<file path="config.mk">
export PLATFORM = sky130hd
export DESIGN_NAME = unidade_controle_flat
export DESIGN_NICKNAME = d
export VERILOG_FILES = /design/src/rtl/proc_pkg.sv /design/src/rtl/unidade_controle_if.sv /design/src/rtl/unidade_controle_dec3to8.sv /design/src/rtl/unidade_controle.sv /design/src/flat_wrapper.sv
export SDC_FILE = /design/constraint.sdc
export NUM_CORES = 1
export LEC_CHECK = 0
export CAP_MARGIN = 30
export CORE_MARGIN = 1.5
export CORE_UTILIZATION = 43
export CTS_CLUSTER_SIZE = 8
export DETAILED_ROUTE_END_ITERATION = 8
export GPL_TIMING_DRIVEN = 0
export PLACE_DENSITY = 0.78
export SKIP_LAST_GASP = 1
export SLEW_MARGIN = 20
export SYNTH_ARGS = -nofsm -noshare
export SYNTH_HDL_FRONTEND = slang
export SYNTH_SLANG_ARGS = --single-unit
</file>
<file path="constraint.sdc">
create_clock -name clock -period 1.5 [get_ports clock]
set_clock_uncertainty 0.05 [all_clocks]
set_input_delay 0.225 -clock clock [delete_from_list [all_inputs] [get_ports clock]]
set_output_delay 0.225 -clock clock [all_outputs]
set_load 0.1 [all_outputs]
</file>
<file path="src/rtl/proc_pkg.sv">
// proc_pkg: shared definitions for the processor control path.
//   - instruction field positions and widths
//   - opcode values (OP_MV .. OP_AND)
//   - control FSM state encoding (2 bits)
//   - ALU operation codes
//   - ctrl_t: the registered control word the FSM presents each step,
//     plus the helpers that decode it.
// Optional feature: when CTRL_AND_EN is defined, opcode 100 is a 3-step AND.
// When it is not defined, opcode 100 behaves as a NOP.
package proc_pkg;

  localparam int INSTR_W = 16;
  localparam int IMM_W   = 10;

  localparam int OP_MSB  = 15;
  localparam int OP_LSB  = 13;
  localparam int RX_MSB  = 12;
  localparam int RX_LSB  = 10;
  localparam int RY_MSB  = 9;
  localparam int RY_LSB  = 7;
  localparam int IMM_MSB = 9;
  localparam int IMM_LSB = 0;

  localparam logic [2:0] OP_MV  = 3'b000;
  localparam logic [2:0] OP_MVI = 3'b001;
  localparam logic [2:0] OP_ADD = 3'b010;
  localparam logic [2:0] OP_SUB = 3'b011;
  localparam logic [2:0] OP_AND = 3'b100;

  localparam logic [1:0] ALU_ADD = 2'b00;
  localparam logic [1:0] ALU_SUB = 2'b01;
  localparam logic [1:0] ALU_AND = 2'b10;

  typedef enum logic [1:0] {
    ST_IDLE = 2'd0,
    ST_T1   = 2'd1,
    ST_T2   = 2'd2,
    ST_T3   = 2'd3
  } state_t;

  // rin_en asks for the one-hot decode of rx; the decode itself lives in dec3to8.
  typedef struct packed {
    logic [2:0] select;
    logic       rselect;
    logic       immeselect;
    logic       rin_en;
    logic       ain;
    logic       gin;
    logic [1:0] alu_op;
    logic       done;
  } ctrl_t;

  function automatic logic is_alu_op(input logic [2:0] op);
    logic r;
    r = (op == OP_ADD) || (op == OP_SUB);
`ifdef CTRL_AND_EN
    r = r || (op == OP_AND);
`endif
    return r;
  endfunction

  function automatic logic [1:0] alu_code(input logic [2:0] op);
    logic [1:0] r;
    r = ALU_ADD;
    if (op == OP_SUB) r = ALU_SUB;
`ifdef CTRL_AND_EN
    if (op == OP_AND) r = ALU_AND;
`endif
    return r;
  endfunction

  // Control word presented while the FSM sits in state st for the given instruction.
  function automatic ctrl_t ctrl_decode(input state_t st, input logic [2:0] op,
                                        input logic [2:0] rx, input logic [2:0] ry);
    ctrl_t c;
    c = '0;
    case (st)
      ST_T1: begin
        if (op == OP_MV) begin
          c.select = ry;
          c.rin_en = 1'b1;
          c.done   = 1'b1;
        end else if (op == OP_MVI) begin
          c.immeselect = 1'b1;
          c.rin_en     = 1'b1;
          c.done       = 1'b1;
        end else if (is_alu_op(op)) begin
          c.select = rx;
          c.ain    = 1'b1;
        end else begin
          c.done = 1'b1;
        end
      end
      ST_T2: begin
        c.select = ry;
        c.gin    = 1'b1;
        c.alu_op = alu_code(op);
      end
      ST_T3: begin
        c.rselect = 1'b1;
        c.rin_en  = 1'b1;
        c.done    = 1'b1;
      end
      default: c = '0;
    endcase
    return c;
  endfunction

endpackage

</file>
<file path="src/rtl/unidade_controle_if.sv">
// unidade_controle_if: instruction request and datapath control bundle.
//   run, instr          : start request and instruction word (into the control unit)
//   imediato            : IR[9:0] for the multiplexador immediate input
//   select/rSelect/immeSelect : multiplexador source selection
//   rin, irin, ain, gin : register / IR / A / G load enables
//   alu_op, done        : ALU operation and end-of-instruction pulse
// modport master: the control unit side; modport slave: the requester/datapath side.
interface unidade_controle_if;
  import proc_pkg::*;

  logic               run;
  logic [INSTR_W-1:0] instr;
  logic [IMM_W-1:0]   imediato;
  logic [2:0]         select;
  logic               rSelect;
  logic               immeSelect;
  logic [7:0]         rin;
  logic               irin;
  logic               ain;
  logic               gin;
  logic [1:0]         alu_op;
  logic               done;

  modport master (
    input  run, instr,
    output imediato, select, rSelect, immeSelect, rin, irin, ain, gin, alu_op, done
  );

  modport slave (
    output run, instr,
    input  imediato, select, rSelect, immeSelect, rin, irin, ain, gin, alu_op, done
  );

endinterface

</file>
<file path="src/rtl/unidade_controle_dec3to8.sv">
// dec3to8: 3-bit binary to 8-bit one-hot decoder (register write enable from rx).
//   sel    in  3 : register index
//   onehot out 8 : bit sel set, all others clear
module dec3to8 (
  input  logic [2:0] sel,
  output logic [7:0] onehot
);

  generate
    for (genvar gi = 0; gi < 8; gi++) begin : g_bit
      assign onehot[gi] = (sel == 3'(gi));
    end
  endgenerate

endmodule

</file>
<file path="src/rtl/unidade_controle.sv">
// unidade_controle: multi-cycle control FSM of the processor.
// Latches one instruction per accepted run pulse and sequences it over 1-3 steps,
// driving the multiplexador selects and the register/A/G/IR load enables, and
// pulses done in the final step.
//   clock  in : system clock, rising edge
//   resetn in : asynchronous active-low reset
//   bus       : unidade_controle_if.master (run/instr in, control outputs out)
// Optional feature macro: CTRL_AND_EN (opcode 100 executes as AND; otherwise NOP).
module unidade_controle
  import proc_pkg::*;
(
  input  logic               clock,
  input  logic               resetn,
  unidade_controle_if.master bus
);

  state_t             state_reg;
  logic [INSTR_W-1:0] ir_reg;
  ctrl_t              ctrl_reg;
  logic [7:0]         rx_onehot;

  dec3to8 u_dec (
    .sel    (ir_reg[RX_MSB:RX_LSB]),
    .onehot (rx_onehot)
  );

  // The control word is registered together with the state: on every transition
  // the word for the state being entered is loaded, so the outputs follow state
  // and IR only and carry no combinational path from run.
  always_ff @(posedge clock or negedge resetn) begin
    if (!resetn) begin
      state_reg <= ST_IDLE;
      ir_reg    <= '0;
      ctrl_reg  <= '0;
    end else begin
      case (state_reg)
        ST_IDLE: begin
          if (bus.run) begin
            ir_reg    <= bus.instr;
            state_reg <= ST_T1;
            ctrl_reg  <= ctrl_decode(ST_T1, bus.instr[OP_MSB:OP_LSB],
                                     bus.instr[RX_MSB:RX_LSB], bus.instr[RY_MSB:RY_LSB]);
          end else begin
            ctrl_reg <= '0;
          end
        end
        ST_T1: begin
          if (is_alu_op(ir_reg[OP_MSB:OP_LSB])) begin
            state_reg <= ST_T2;
            ctrl_reg  <= ctrl_decode(ST_T2, ir_reg[OP_MSB:OP_LSB],
                                     ir_reg[RX_MSB:RX_LSB], ir_reg[RY_MSB:RY_LSB]);
          end else begin
            state_reg <= ST_IDLE;
            ctrl_reg  <= '0;
          end
        end
        ST_T2: begin
          state_reg <= ST_T3;
          ctrl_reg  <= ctrl_decode(ST_T3, ir_reg[OP_MSB:OP_LSB],
                                   ir_reg[RX_MSB:RX_LSB], ir_reg[RY_MSB:RY_LSB]);
        end
        default: begin
          state_reg <= ST_IDLE;
          ctrl_reg  <= '0;
        end
      endcase
    end
  end

  assign bus.imediato   = ir_reg[IMM_MSB:IMM_LSB];
  assign bus.select     = ctrl_reg.select;
  assign bus.rSelect    = ctrl_reg.rselect;
  assign bus.immeSelect = ctrl_reg.immeselect;
  assign bus.rin        = ctrl_reg.rin_en ? rx_onehot : 8'h00;
  assign bus.ain        = ctrl_reg.ain;
  assign bus.gin        = ctrl_reg.gin;
  assign bus.alu_op     = ctrl_reg.alu_op;
  assign bus.done       = ctrl_reg.done;
  // The only output that follows run; gated by resetn so it reads 0 while reset is held.
  assign bus.irin       = resetn && (state_reg == ST_IDLE) && bus.run;

endmodule

</file>
<file path="src/flat_wrapper.sv">
// flat-port wrapper written by rule: the top's interface ports become plain ports
module unidade_controle_flat import proc_pkg::*;
  (clock, resetn, bus_run, bus_instr, bus_imediato, bus_select, bus_rSelect, bus_immeSelect, bus_rin, bus_irin, bus_ain, bus_gin, bus_alu_op, bus_done);
  unidade_controle_if bus_i ();
  input  logic clock;
  input  logic resetn;
  input wire logic [$bits(bus_i.run)-1:0] bus_run;
  input wire logic [$bits(bus_i.instr)-1:0] bus_instr;
  output wire logic [$bits(bus_i.imediato)-1:0] bus_imediato;
  output wire logic [$bits(bus_i.select)-1:0] bus_select;
  output wire logic [$bits(bus_i.rSelect)-1:0] bus_rSelect;
  output wire logic [$bits(bus_i.immeSelect)-1:0] bus_immeSelect;
  output wire logic [$bits(bus_i.rin)-1:0] bus_rin;
  output wire logic [$bits(bus_i.irin)-1:0] bus_irin;
  output wire logic [$bits(bus_i.ain)-1:0] bus_ain;
  output wire logic [$bits(bus_i.gin)-1:0] bus_gin;
  output wire logic [$bits(bus_i.alu_op)-1:0] bus_alu_op;
  output wire logic [$bits(bus_i.done)-1:0] bus_done;
  assign bus_i.run = bus_run;
  assign bus_i.instr = bus_instr;
  assign bus_imediato = bus_i.imediato;
  assign bus_select = bus_i.select;
  assign bus_rSelect = bus_i.rSelect;
  assign bus_immeSelect = bus_i.immeSelect;
  assign bus_rin = bus_i.rin;
  assign bus_irin = bus_i.irin;
  assign bus_ain = bus_i.ain;
  assign bus_gin = bus_i.gin;
  assign bus_alu_op = bus_i.alu_op;
  assign bus_done = bus_i.done;
  unidade_controle u_core (.clock(clock), .resetn(resetn), .bus(bus_i));
endmodule
</file>
==> impl_metrics.ini <==
[worst_setup_path]
cp_max_fo = 4
cp-end-kind = output port
start_kind = flop
cp_slowest_cell = dfrtp_1
r2r-start = u_core.state_reg[1]$_DFFE_PN0P_
cp_data_arrival_time_ns = 1.40
rrSetupSlack_ns = -0.06
path_delay_family = flip-flops
critical_path_depth = 3
reg2reg_depth = 4
critPathKind = reg2out
worstPathCellList = nand2b_4 -> nor3_4 -> buf_12
cpPeakStageDelay_ns = 0.46
rr_endpoint = u_core.bus.immeSelect$_DFF_PN0_
worst-path-buf-inv = 1
critical_path_required_ns = 1.22

[die]
die_w_um = 57.27
io_pins = 48
start_util_pct = 45.52
die-area_um2 = 3279
die_height_um = 57.27
core_area_um2 = 2781
rows = 19

[detailed_routing]
ant_nets = 0
drc = 0
post_drt_wl_per_cell_um = 14.06
met3_length_um = 123
met1Wirelength_mm = 1.265
first_pass_iters = 4
viasPerCell = 4.925
route.met2.wl_mm = 1.754
wl_mm = 3.191
drtIter0Drc = 23
routed-via-count = 1118
highest-signal-layer = met4

[clocking]
cts_buffers = 3
clk_pin_slew_ns = 0.15
clock_path_buffers = 2
cts_root_buffer = clkbuf_4
cts.htree.levels = 1
clock_sinks = 28
cts_tree = done
insertion_delay_ns = 0.34

[timing]
timing.hold.ws_ns = -0.1750
finalSetupViolations = 13
rsz0062_at_grt = yes
slew_violations = 0
period_share_pct = 112.0
finalWorstSetupSlack_ns = -0.1794
hold_violations = 28
fin_crit_ns = 1.679
worst_pin_slew_ns = 0.6188
fmax_mhz = 595.5
slew-limit-headroom_pct = 58.75

[grt]
overflow = 0
grt_usage_pct = 19.01
antenna_found_initial = 0
grt_pass1_wl_mm = 4.816
grt_pass1_vias = 1057
grt_max_degree = 30

[yosys]
synth_fp_nets = 151
ys_warn_count = 0
synthCells = 132
ys_ff_latch = 28
synth_area_um2 = 1266
async_flop_share_pct = 100.0
synth_top_cell_area_share_pct = 55.34
yosys_most_used_dff = dfrtp_1
yosysUniqueCellTypes = 21
synth_edf_count = 0
synth_area_leaders = dfrtp_1 (55%), nand2_1 (15%), buf_4 (8.9%)
seq_area_frac_synth_pct = 55.34
synth.avg_cell_area_um2 = 9.593
yosys.area.top_type = dfrtp_1

[placed_design]
dp_hpwl_mm = 2.025
numPortBuffers = 46
place_congestion = 0.7799

[finish]
antennaDiodeCount = 0
area_growth_pct = 64.33
nets = 216
drive_gt1_share_pct = 44.39
largest_reg_flops = 16
nFillCells = 206

[worst_hold_path]
hp-class = in2async

[run_status]
failed_checks = negative hold slack, negative setup slack
status = complete, but fails checks

[run]
drv_cap = 0
==> logic make-up after synthesis <==
| logic type | after synthesis | share of synthesized area, % |
|---|---|---|
| simple gates | 78 | 29.74 |
| flops | 28 | 55.34 |
| buf+inv | 19 | 10.87 |
| other cells | 1 | 0.2962 |
| compound gates | 6 | 3.754 |
==> synth_stat cells, types with 2 or more instances <==
cell	n
nand2_1	51
dfrtp_1	28
buf_4	15
nor2_1	9
and2_1	5
nand2b_1	5
a221o_1	2
buf_2	2
nor3_1	2
o31ai_1	2
==> through the flow <==
stage	cells	worst slack [ns]	TNS, ns	area (um^2)	util [%]
floorplan	132	-0.2460	-1.392	1314	-
global placement	209	-1.777	-22.78	1813	65.18
detailed placement	209	-1.336	-16.98	1808	65.00
CTS	223	-0.1306	-0.8294	2004	72.06
global route	227	-0.2448	-1.977	2081	74.81
finish	227	-0.1794	-1.163	2081	74.81
==> how the worst max path moves through the flow <==
stage	from	endpoint	slack, ns
5_1_grt	u_core.ir_reg[11]$_DFFE_PN0P_	bus_rin[0]	-0.24
3_5_place_dp	bus_run	bus_irin	-1.34
6_report	u_core.ir_reg[10]$_DFFE_PN0P_	bus_rin[0]	-0.18
2_1_floorplan	u_core.ir_reg[11]$_DFFE_PN0P_	bus_rin[4]	-0.25
3_3_place_gp	resetn	bus_irin	-1.78
4_1_cts	u_core.state_reg[0]$_DFFE_PN0P_	bus_irin	-0.13
==> timing repair <==
item | 4_1_cts | 5_1_grt
pin swaps | 4 | 4
hold endpoints to repair | 28 | 28
gates cloned | 0 | 1
gates resized for setup | 190 | 20
setup buffers | 10 | 3
setup endpoints to repair | 38 | 34
==> layer usage <==
layer  vias to the layer above  global-route usage [%]
li1                        531                       -
met1                       549                   23.47
met2                        33                   34.48
met3                         5                   2.494
met4                         0                   5.980
met5                         -                       0
==> placed cells by master (no fill, tap or decap), drive strengths merged, types with 2 or more instances in the layout <==
cell type	n
nand2b	5
nor2	9
clkdlybuf4s50	17
o31ai	2
nor3	2
a221o	2
nand2	51
dfrtp	28
buf	55
clkbuf	10
and2	5
==> cell type report <==
type,count,area (um^2),share of cell area [%]
plain buffers,18,143.9,6.915
clock buffers,4,36.28,1.744
inverters,1,3.754,0.1804
multi-input cells,85,538.0,25.86
flip-flops and latches,28,703.2,33.79
well taps,31,38.79,1.864
repair buffers,60,616.8,29.65
Power is not shown: default switching activity piles up to over one toggle a cycle in this logic, so the estimate is an artifact.
